<file path="src/rtl/bit_serializer.sv">
// bit_serializer: parallel-to-serial front end, valid/ready in, one registered bit per clock out.
// Define SER_SKID_EN to add a one-word hold register so back-to-back words stream gap-free.
module bit_serializer #(
  parameter int WIDTH     = 8,
  parameter bit MSB_FIRST = 1'b1
) (
  input  logic             clk,
  input  logic             rst,
  input  logic [WIDTH-1:0] data_in,
  input  logic             in_valid,
  output logic             in_ready,
  output logic             dout,
  output logic             dout_valid,
  output logic             last
);

  // state   | meaning
  // S_IDLE  | no word in flight, dout held low
  // S_SHIFT | word on dout, cnt_q = bits still to follow the current one
  typedef enum logic {S_IDLE, S_SHIFT} state_e;

  localparam int CW = $clog2(WIDTH);
  localparam logic [CW-1:0] CNT_LOAD = CW'(WIDTH - 1);

  state_e           state_q, state_d;
  logic [WIDTH-1:0] shreg_q, shreg_d;
  logic [CW-1:0]    cnt_q, cnt_d;
  logic             dout_q, dout_d;
  logic             dout_valid_q, dout_valid_d;
  logic             last_q, last_d;
  logic             accept;
`ifdef SER_SKID_EN
  logic [WIDTH-1:0] hold_q, hold_d;
  logic             hold_full_q, hold_full_d;
`endif

  // The shift register always shifts left and emits its MSB; LSB-first words are reversed on load.
  function automatic logic [WIDTH-1:0] orient(input logic [WIDTH-1:0] w);
    logic [WIDTH-1:0] r;
    r = w;
    if (!MSB_FIRST) begin
      for (int i = 0; i < WIDTH; i++) r[i] = w[WIDTH-1-i];
    end
    return r;
  endfunction

  assign accept = in_valid && in_ready;

  always_ff @(posedge clk) begin
    if (rst) begin
      state_q      <= S_IDLE;
      shreg_q      <= '0;
      cnt_q        <= '0;
      dout_q       <= 1'b0;
      dout_valid_q <= 1'b0;
      last_q       <= 1'b0;
`ifdef SER_SKID_EN
      hold_q       <= '0;
      hold_full_q  <= 1'b0;
`endif
    end else begin
      state_q      <= state_d;
      shreg_q      <= shreg_d;
      cnt_q        <= cnt_d;
      dout_q       <= dout_d;
      dout_valid_q <= dout_valid_d;
      last_q       <= last_d;
`ifdef SER_SKID_EN
      hold_q       <= hold_d;
      hold_full_q  <= hold_full_d;
`endif
    end
  end

  always_comb begin
    state_d = state_q;
    shreg_d = shreg_q;
    cnt_d   = cnt_q;
`ifdef SER_SKID_EN
    hold_d      = hold_q;
    hold_full_d = hold_full_q;
`endif
    case (state_q)
      S_IDLE: begin
        if (accept) begin
          state_d = S_SHIFT;
          shreg_d = orient(data_in);
          cnt_d   = CNT_LOAD;
        end
      end
      S_SHIFT: begin
        shreg_d = {shreg_q[WIDTH-2:0], 1'b0};
        if (cnt_q != '0) begin
          cnt_d = cnt_q - 1'b1;
`ifdef SER_SKID_EN
          if (accept) begin
            hold_d      = data_in;
            hold_full_d = 1'b1;
          end
`endif
        end else begin
`ifdef SER_SKID_EN
          if (hold_full_q) begin
            shreg_d     = orient(hold_q);
            cnt_d       = CNT_LOAD;
            hold_full_d = 1'b0;
          end else if (accept) begin
            shreg_d = orient(data_in);
            cnt_d   = CNT_LOAD;
          end else begin
            state_d = S_IDLE;
            shreg_d = '0;
          end
`else
          state_d = S_IDLE;
          shreg_d = '0;
`endif
        end
      end
      default: state_d = S_IDLE;
    endcase
  end

  // Outputs are registered from next-state values so dout never depends on same-cycle in_valid.
  always_comb begin
`ifdef SER_SKID_EN
    in_ready = !hold_full_q;
`else
    in_ready = (state_q == S_IDLE);
`endif
    dout_valid_d = (state_d == S_SHIFT);
    dout_d       = dout_valid_d && shreg_d[WIDTH-1];
    last_d       = dout_valid_d && (cnt_d == '0);
  end

  assign dout       = dout_q;
  assign dout_valid = dout_valid_q;
  assign last       = last_q;

endmodule

</file>
<file path="config.mk">
export PLATFORM = sky130hd
export DESIGN_NAME = bit_serializer
export DESIGN_NICKNAME = d
export VERILOG_FILES = /design/src/rtl/bit_serializer.sv
export SDC_FILE = /design/constraint.sdc
export NUM_CORES = 1
export LEC_CHECK = 0
export BUFFER_PORTS_ARGS = -buffer_cell sky130_fd_sc_hd__buf_4
export CORE_AREA = 2 2 39 41
export CTS_CLUSTER_SIZE = 24
export DETAILED_ROUTE_END_ITERATION = 16
export DIE_AREA = 0 0 41 43
export PLACE_DENSITY = 0.72
export RECOVER_POWER = 25
export SYNTH_ARGS = -nofsm -noshare
export SYNTH_HDL_FRONTEND = slang
export SYNTH_SLANG_ARGS = --single-unit
</file>
<file path="constraint.sdc">
create_clock -name clk -period 3.3 [get_ports clk]
set_clock_uncertainty 0.1 [all_clocks]
set_input_delay 0.495 -clock clk [delete_from_list [all_inputs] [get_ports clk]]
set_output_delay 0.495 -clock clk [all_outputs]
set_load 0.02 [all_outputs]
</file>
## Word-level counts from Yosys, hierarchy flattened

Cells that the tools add are included.

- Bits of input ports: 11
- Logic and storage cells: 23
- Output and inout port bits: 4
- Register bits: 14

- Eq/ne operators: 1
- Add/subtract/negate cells: 1
- Bitwise operators: 1
- Reductions and logical operators: 5
- Mux-type cells: 9

Operators by type and width:

| kind | number |
|---|---|
| 8-bit two-way mux | 2 |
| 8-bit case mux with 2 select lines | 1 |
| 3-bit two-way mux | 2 |
| 3-bit case mux with 2 select lines | 1 |
| 1-bit logical AND | 3 |
| 3-bit zero test | 1 |
| 3-bit nonzero test | 1 |
| 3-bit by 1-bit subtractor with 3-bit output, second input constant | 1 |
| 1-bit two-way mux | 2 |
| 2-bit by 1-bit != test with 1-bit output, second input constant | 1 |
| 1-bit case mux with 2 select lines | 1 |
| 1-bit inverter | 1 |

## Depth between registers and ports, before layout

Gate-level depths: netlist of the first run.

- Depth after elaboration: 6
- Depth in mapped cells: 6

## Least setup slack after synthesis of the first run

OpenSTA, ideal clock, no wires.

- Kind: input to register
- Start point: in in_valid
- End point: reg last_q (netlist: last)
- Stages on the path: 4
- Data required time: 3097 ps
- Arrival time: 1276 ps
- Slack: 1821 ps
- Path through: buf_6 > nor2b_4 > a211o_1 > a2111oi_2

- Longest elaborated chain between the ends: 5

Ends and longest elaborated chain:

| element | RTL line | source |
|---|---|---|
| start: declaration | 10 | `input logic in_valid,` |
| 1-bit logical AND * | 47 | `assign accept = in_valid && in_ready;` |
| 3-bit two-way mux | 85 | `if (accept) begin` |
| 3-bit case mux with 2 select lines | 83 | `case (state_q)` |
| 3-bit zero test | 133 | `last_d = dout_valid_d && (cnt_d == '0);` |
| 1-bit logical AND * | 133 |  |
| end signal: assignment | 67 | `last_q <= last_d;` |
| end: declaration | 30 | `logic last_q, last_d;` |

Mark *: on every way between the ends. The rest lies on a longest branch, timed or not.
A chain may end at the register's enable or synchronous reset.

==> results of run 1 <==
## metal layers
metal / share of wire / track usage
met3: 0.054 / 0.03141
met2: 0.43 / 0.1906
met4: 0.011 / 0.1000
met1: 0.50 / 0.1934
met5: 0 / 0
## through the flow
step	utilization	instance area, µm²	power, mW	cells	hold WS, ps
after global placement	0.5244	725.7	0.2616	95	361.3
after CTS	0.5434	752.0	0.3611	99	365.5
final	0.5380	744.5	0.3537	99	367.1
after floorplan	-	635.6	0.2456	70	341.0
after global routing	0.5380	744.5	0.3756	99	365.8
after detailed placement	0.5244	725.7	0.2640	95	358.1
## worst min path at each step
stage,from,endpoint,cells past startpoint
2_1_floorplan,shreg_q[6],dout,2
3_3_place_gp,shreg_q[3],shreg_q[4],2
3_5_place_dp,shreg_q[5],shreg_q[6],2
4_1_cts,data_in[7],dout,3
5_1_grt,data_in[7],dout,3
6_report,shreg_q[5],shreg_q[6],2
## registers in the layout (all words and copies together) (netlist names)
name / cells
dout: 1
shreg_q: 7
cnt_q: 3
last: 1
dout_valid: 1
## power by group
part | leakage, nW | total, mW | switching, mW | internal [mW]
sequential | 0.107 | 0.182 | 0.0123 | 0.169
clock | 0.0150 | 0.0946 | 0.0478 | 0.0468
combinational | 0.185 | 0.0774 | 0.0409 | 0.0366
## cell families (layout without fill, tap and decap cells)
logic type,after synthesis,after routing,synth area share
AND/OR/NAND/NOR,24,24,0.2008
flip-flops,13,13,0.4094
buffers and inverters,8,21,0.07281
adder cells (fa/ha/maj),2,2,0.03936
multiplexers,7,7,0.1220
AO/OA/AOI/OAI,16,16,0.1555
## worst max-delay path: stages, from the launching register on
cell and delay, ps:
sky130_fd_sc_hd__dfxtp_1 720, sky130_fd_sc_hd__clkinv_1 380, sky130_fd_sc_hd__buf_4 260
## cell usage in the layout, fill, tap and decap left out, types with 2 or more instances in the layout
master and count:
sky130_fd_sc_hd__ha_1 2, sky130_fd_sc_hd__clkbuf_1 3, sky130_fd_sc_hd__clkbuf_4 3, sky130_fd_sc_hd__inv_1 2
sky130_fd_sc_hd__buf_4 12, sky130_fd_sc_hd__nor2_1 2, sky130_fd_sc_hd__dfxtp_1 13, sky130_fd_sc_hd__nor3_1 2
sky130_fd_sc_hd__nand2_1 8, sky130_fd_sc_hd__mux2_2 6, sky130_fd_sc_hd__a21oi_1 11, sky130_fd_sc_hd__nand3_1 7
## area by class of cell
| class | count | area [µm²] | share of cell area |
|---|---|---|---|
| multi-input cells | 49 | 329.1 | 0.4420 |
| flip-flops and latches | 13 | 260.3 | 0.3496 |
| repair buffers | 14 | 97.59 | 0.1311 |
| clock buffers | 4 | 26.28 | 0.03529 |
| well taps | 16 | 20.02 | 0.02689 |
| inverters | 3 | 11.26 | 0.01513 |
==> reports/results.env, run 1 <==
DRT-WIRELENGTH-PER-CELL_UM=11.43
ACHIEVABLE-FREQUENCY_MHz=448.9
DIE_AR_UM2=1763
CELL_WITH_THE_MOST_INSTANCES_AFTER_SYNTHESIS='sky130_fd_sc_hd__dfxtp_1'
POST-ROUTE-DRC-COUNT=0
MAX-SLEW-MARGIN-REL=0.5881
NETLIST_TOP_CELLS_AREA='sky130_fd_sc_hd__dfxtp_1 41%, sky130_fd_sc_hd__mux2_2 11%, sky130_fd_sc_hd__a21oi_1 8.7%'
PLACE.PORT_BUFFERS=14
SETUP_TNS_PS=0
DRTITER0DRC=5
SYNTH-MAIN-FF-CELL='sky130_fd_sc_hd__dfxtp_1'
POSTSYNTHREGISTERBITS=13
REG2REGPATHDEPTH=5
PERIOD_SHARE=0.6751
SYNTH.AVG_CELL_AREA_UM2=9.080
STATIC-LEAKAGE-POWER_nW=0.3072
DIE_Y_UM=43
P_PER_AREA_nW_PER_UM2=475.2
AVG_VIAS_PER_CELL=5.162
CP.REQUIRED_PS=2700
TIMING.CRITICAL_PATH.ARRIVAL_PS=1630
SYNTH.LIB_CELLS_USED.DISTINCT=25
INITIAL_ANTENNA_VIOLATION_COUNT=0
ROW_COUNT=14
TRITONCTS.NUM_BUFFERS=3
NETLIST.TOP_CELL.BY_AREA='sky130_fd_sc_hd__dfxtp_1'
CLK_LATENCY_PS=270
POSTROUTEWIRELENGTH_UM=1132
TRITONCTS='done'
NETLIST.AREA_LEADER.SHARE=0.4094
NUM_VIAS=511
SYNTH_ENABLE_FLOP_CELLS=0
SYNTH_FP_NETS=83
REG2REG_SETUP_SLACK_PS=1590
CTS-ROOT-TO-SINK-BUFFERS=2
CORE_REGION_AREA_UM2=1384
FINAL_PERIOD_MINUS_WORST_SETUP_SLACK_PS=2228
CRITPATHKIND='register to output port'
GLOBAL_ROUTE.OVERFLOW_TOTAL=0
SETUP_REPAIR_AFTER_GLOBAL_ROUTING_MISSED_ITS_MARGIN='false'
CAP_VIOLATIONS=0
NETS=97
CHIPWIDTH_UM=41
PATH_CLK_SLEW_PS=70
POST_CTS_GATE_RESIZE_COUNT=0
ASYNC_RESET_FF_FRAC=0
ROUTE.ANTENNA.REMAINING_NETS=0
VDD.IR_DROP.WORST_uV=290.6
FLOW.AREA_GROWTH_FROM_SYNTHESIS_PCT=17.13
MAXIMUM_NUMBER_OF_PINS_ON_ONE_NET_BEFORE_GLOBAL_ROUTE_REPAIR=18
HOLD_BUFFERS=0
FIRST_PASS_GRT_WIRE_LENGTH_UM=1690
MIN-DELAY-PATH-CLASS='register to register'
REGTOREGSTARTPOINT='cnt_q[0]'
HOLD_VIOL=0
SETUP_SLACK_PS=1072
SYNTH.YOSYS.WARNINGS=0
FLOORPLAN.IO_PINS=15
WORST-SLEW-PIN-TRANSITION_PS=617.0
CRITICAL_PATH_PEAK_FANOUT=17
CTS_NUM_SINKS=13
YOSYSSEQAREASHARE=0.4094
GP_CONGESTION=0.7177
TRACK_USAGE=0.1424
SYNTH.CELL_AREA_UM2=635.6
SETUP.WORST_PATH.START='dout_valid'
INSERTEDDIODECOUNT=0
SETUP.WORST_PATH.END='in_ready'
DPL_WORST_SLACK_PS=1377
FINALSETUPVIOLATIONS=0
WORST_SETUP_PATH_END_KIND='output port'
FINAL.FILL_COUNT=137
CRITPATHLAUNCHTYPE='register'
SYNTH.CELLS.MOST_FREQUENT='13 x sky130_fd_sc_hd__dfxtp_1, 11 x sky130_fd_sc_hd__a21oi_1, 8 x sky130_fd_sc_hd__nand2_1'
DETAILED_PLACE_HPWL_UM=815.4
DRT_PRE_ANTENNA_ITERS=4
POSTCTSSETUPBUFFERS=0
INITIAL_CORE_UTILIZATION=0.4593
RR_ENDPOINT='last'
GRT_PASS1_VIAS=416
OUTCOME='finished, final reports clean'
DRIVE_ABOVE_1_SHARE=0.3012
CTS-ROOT-BUF='sky130_fd_sc_hd__clkbuf_4'
SYNTHESIS.INSTANCES=70
SLEW_VIOLATIONS=0
NUMBER_OF_H_TREE_LEVELS=1
No activity file was read; power rests on OpenSTA's default activity.
==> inputs of run 2 (changes only) <==
CORE_AREA = not set   (was 2 2 39 41)
CORE_MARGIN = 2   (was not set)
CORE_UTILIZATION = 49   (was not set)
DIE_AREA = not set   (was 0 0 41 43)
PLACE_DENSITY = 0.74   (was 0.72)
clock period = 2.06 ns   (was 3.3 ns; I/O delays follow)
==> run 2 against run 1 <==
Effect of this change: critical path depth did not move; power rose by 65%; sequential share of layout area fell by 0.75 points; design area up 2.2%; critical path type unchanged; largest cell class unchanged; highest routed layer unchanged.
==> reports/results.env, run 2 (synthesis gave the netlist of run 1 again) <==
PATH_CLK_SLEW_PS=80  # about the same
FLOW.AREA_GROWTH_FROM_SYNTHESIS_PCT=19.69
VDD.IR_DROP.WORST_uV=568.3  # +96%
PERIOD_SHARE=0.7576
POST_CTS_GATE_RESIZE_COUNT=0  # unchanged
DRIVE_ABOVE_1_SHARE=0.3140  # +0.01275
PLACE.PORT_BUFFERS=14  # unchanged
WORSTHOLDSTART='data_in[7]'
CTS_NUM_SINKS=13  # unchanged
TOP_REGISTER='shreg_q'
INITIAL_ANTENNA_VIOLATION_COUNT=0  # unchanged
FINAL_PERIOD_MINUS_WORST_SETUP_SLACK_PS=1561
ACHIEVABLE-FREQUENCY_MHz=640.8
DRT-WIRELENGTH-PER-CELL_UM=12.31  # +7.7%
GRT_PASS1_VIAS=434  # +4.3%
FINALHOLDWORSTSLACK_PS=183.0  # -184.1 ps
CTS-ROOT-BUF='sky130_fd_sc_hd__clkbuf_4'
P_PER_AREA_nW_PER_UM2=766.5  # +61%
TRITONCTS='done'
SLEW_VIOLATIONS=0  # unchanged
CP_NUM_BUF_INV=2  # unchanged
LAYOUT.CELLS.NON_FILLER=100  # +1.0%
SETUP.WORST_PATH.START='dout_valid'
DIE_Y_UM=40.02  # -6.9%
DETAILED_PLACE_HPWL_UM=873.4  # +7.1%
NETS=100  # +3.1%
TRACK_USAGE=0.1909  # +0.04850
P_CLK_FRAC=0.265  # -0.002
LARGEST_REGISTER_FF_COUNT=7  # unchanged
REG2REG_SETUP_SLACK_PS=510  # -1080 ps
TRITONCTS.NUM_BUFFERS=3  # unchanged
CORE_REGION_AREA_UM2=1156  # -16%
INSERTEDDIODECOUNT=0  # unchanged
FLOORPLAN.IO_PINS=15  # unchanged
CP.REQUIRED_PS=1650  # -1050 ps
WORST_SETUP_PATH_END_KIND='output port'
CRITICAL_PATH_DEPTH=2  # unchanged
FIRST_PASS_GRT_WIRE_LENGTH_UM=1966  # +16%
POWER.SHARE.SWITCHING=0.2929  # +0.007302
GRTUSAGEMET1=0.2612  # +0.06773
BIGGESTREGSBYFLOPS='shreg_q (7), cnt_q (3)'
SETUP_SLACK_PS=499.4  # -572.9 ps
HOLD_PATH_ENDPOINT='dout'
SEQ_AREA_UM2=260.3  # unchanged
POST-ROUTE-DRC-COUNT=0  # unchanged
POSTROUTEWIRELENGTH_UM=1231  # +8.7%
CAP_VIOLATIONS=0  # unchanged
FINAL_COMMON_CELL='sky130_fd_sc_hd__buf_4'
REGTOREGSTARTPOINT='cnt_q[0]'
INITIAL_CORE_UTILIZATION=0.5498  # +0.09047
NUM_VIAS=535  # +4.7%
DRTITER0DRC=5  # unchanged
CTS-ROOT-TO-SINK-BUFFERS=2  # unchanged
CRITICAL_PATH_PEAK_FANOUT=8  # -9
CHIPWIDTH_UM=40.02  # -2.4%
GRT.MET3_USAGE=0.05000  # +0.01859
GP_CONGESTION=0.7301  # +1.7%
CLK_LATENCY_PS=270  # about the same
HOLD_VIOL=0  # unchanged
WORST_PATH_DOMINANT_CELL_FAMILY='flip-flops'
CRITICAL-PATH-SLOWEST-CELL='sky130_fd_sc_hd__dfxtp_1'
P_SEQ_FRAC=0.494  # -0.020
DPL_WORST_SLACK_PS=530.4  # -846.9 ps
CRITICAL-PATH-MAX-STAGE-DELAY_PS=560  # -160 ps
FINAL.FILL_COUNT=107  # -22%
CRITPATHKIND='register to output port'
PLACED_CELLS=96  # +1.1%
HOLD_BUFFERS=0  # unchanged
MULTI_INPUT_COMB_AREA_UM2=329.1  # unchanged
OUTCOME='finished, final reports clean'
WORST_PATH_CELL_CHAIN='clkinv_1, buf_4'
ROW_COUNT=12  # -2
GLOBAL_ROUTE.OVERFLOW_TOTAL=0  # unchanged
TOTAL_SWITCHING_POWER_mW=0.1708  # +69%
GRT_USE_MET2=0.2581  # +0.06744
STATIC-LEAKAGE-POWER_nW=0.3181  # +3.6%
MIN-DELAY-PATH-CLASS='input pin to register'
AVG_VIAS_PER_CELL=5.350  # +3.6%
MAX-SLEW-MARGIN-REL=0.7434  # +0.1552
NUMBER_OF_H_TREE_LEVELS=1  # unchanged
FINALSETUPVIOLATIONS=0  # unchanged
WORST-SLEW-PIN-TRANSITION_PS=384.4  # -232.5 ps
BUSIEST_LAYER='met1'
DIE_AR_UM2=1601  # -9.2%
SETUP_TNS_PS=0  # unchanged
ROUTE.ANTENNA.REMAINING_NETS=0  # unchanged
NUMBER_OF_INSTANCES_ON_THE_WORST_HOLD_PATH=3  # +1
REG2REGPATHDEPTH=5  # unchanged
MAXIMUM_NUMBER_OF_PINS_ON_ONE_NET_BEFORE_GLOBAL_ROUTE_REPAIR=14  # -4
TIMING.CRITICAL_PATH.ARRIVAL_PS=1150  # -480 ps
RR_ENDPOINT='last'
MOST-COMMON-LAYOUT-CELLS='14 x sky130_fd_sc_hd__buf_4, 13 x sky130_fd_sc_hd__dfxtp_1, 11 x sky130_fd_sc_hd__a21oi_1'
DRT_PRE_ANTENNA_ITERS=4  # unchanged
PWR-SHARE-COMB=0.240  # +0.021
CELLINTERNALPOWER_mW=0.4123  # +63%
CRITPATHLAUNCHTYPE='register'
POSTCTSSETUPBUFFERS=0  # unchanged
SETUP_REPAIR_AFTER_GLOBAL_ROUTING_MISSED_ITS_MARGIN='false'
run 2: changes by cell type in the layout (fill, tap and decap cells not counted), sizes merged:
cell | previous run | this run
buf | 12 | 14
clkbuf | 6 | 7
run 2: worst reg2reg max path, delay by kind of cell (launching register included):
kind | cells | cell delay, ps
AOI/OAI and AO/OA | 2 | 610
adders and majority gates | 1 | 200
buffers and inverters | 1 | 100
DFF | 1 | 330
and+or+nand+nor | 1 | 110
run 2: per-stage QoR:
step | total power, mW | cell area [µm²] | util
2_1_floorplan | 0.3934 | 635.6 | -
3_3_place_gp | 0.4325 | 745.7 | 0.6450
3_5_place_dp | 0.4356 | 745.7 | 0.6450
4_1_cts | 0.5885 | 772.0 | 0.6677
5_1_grt | 0.6185 | 760.7 | 0.6580
6_report | 0.5831 | 760.7 | 0.6580
run 2: worst max path at each step:
stage | end | slack, ps
finish | in_ready | 500
global route | last | 410
CTS | in_ready | 510
detailed placement | last | 530
global placement | last | 590
floorplan | last | 620
run 2: layout make-up:
cell class,count,area share
clock buffers,4,0.03454
flip-flops and latches,13,0.3421
multi-input cells,49,0.4326
well taps,14,0.02303
inverters,3,0.01480
repair buffers,17,0.1530
run 2: routing by layer:
metal  vias to the layer above  part of all wire
met5                         -                 0
met4                         0            0.0089
met2                        17              0.42
met1                       237              0.49
li1                        279                 -
met3                         2             0.071
run 2: power groups by stage:
stage / clock network (mW) / logic (mW) / registers [mW]
floorplan: 0 / 0.103 / 0.290
global placement: 0 / 0.140 / 0.293
detailed placement: 0 / 0.142 / 0.293
CTS: 0.158 / 0.143 / 0.288
global route: 0.172 / 0.155 / 0.291
finish: 0.155 / 0.140 / 0.288
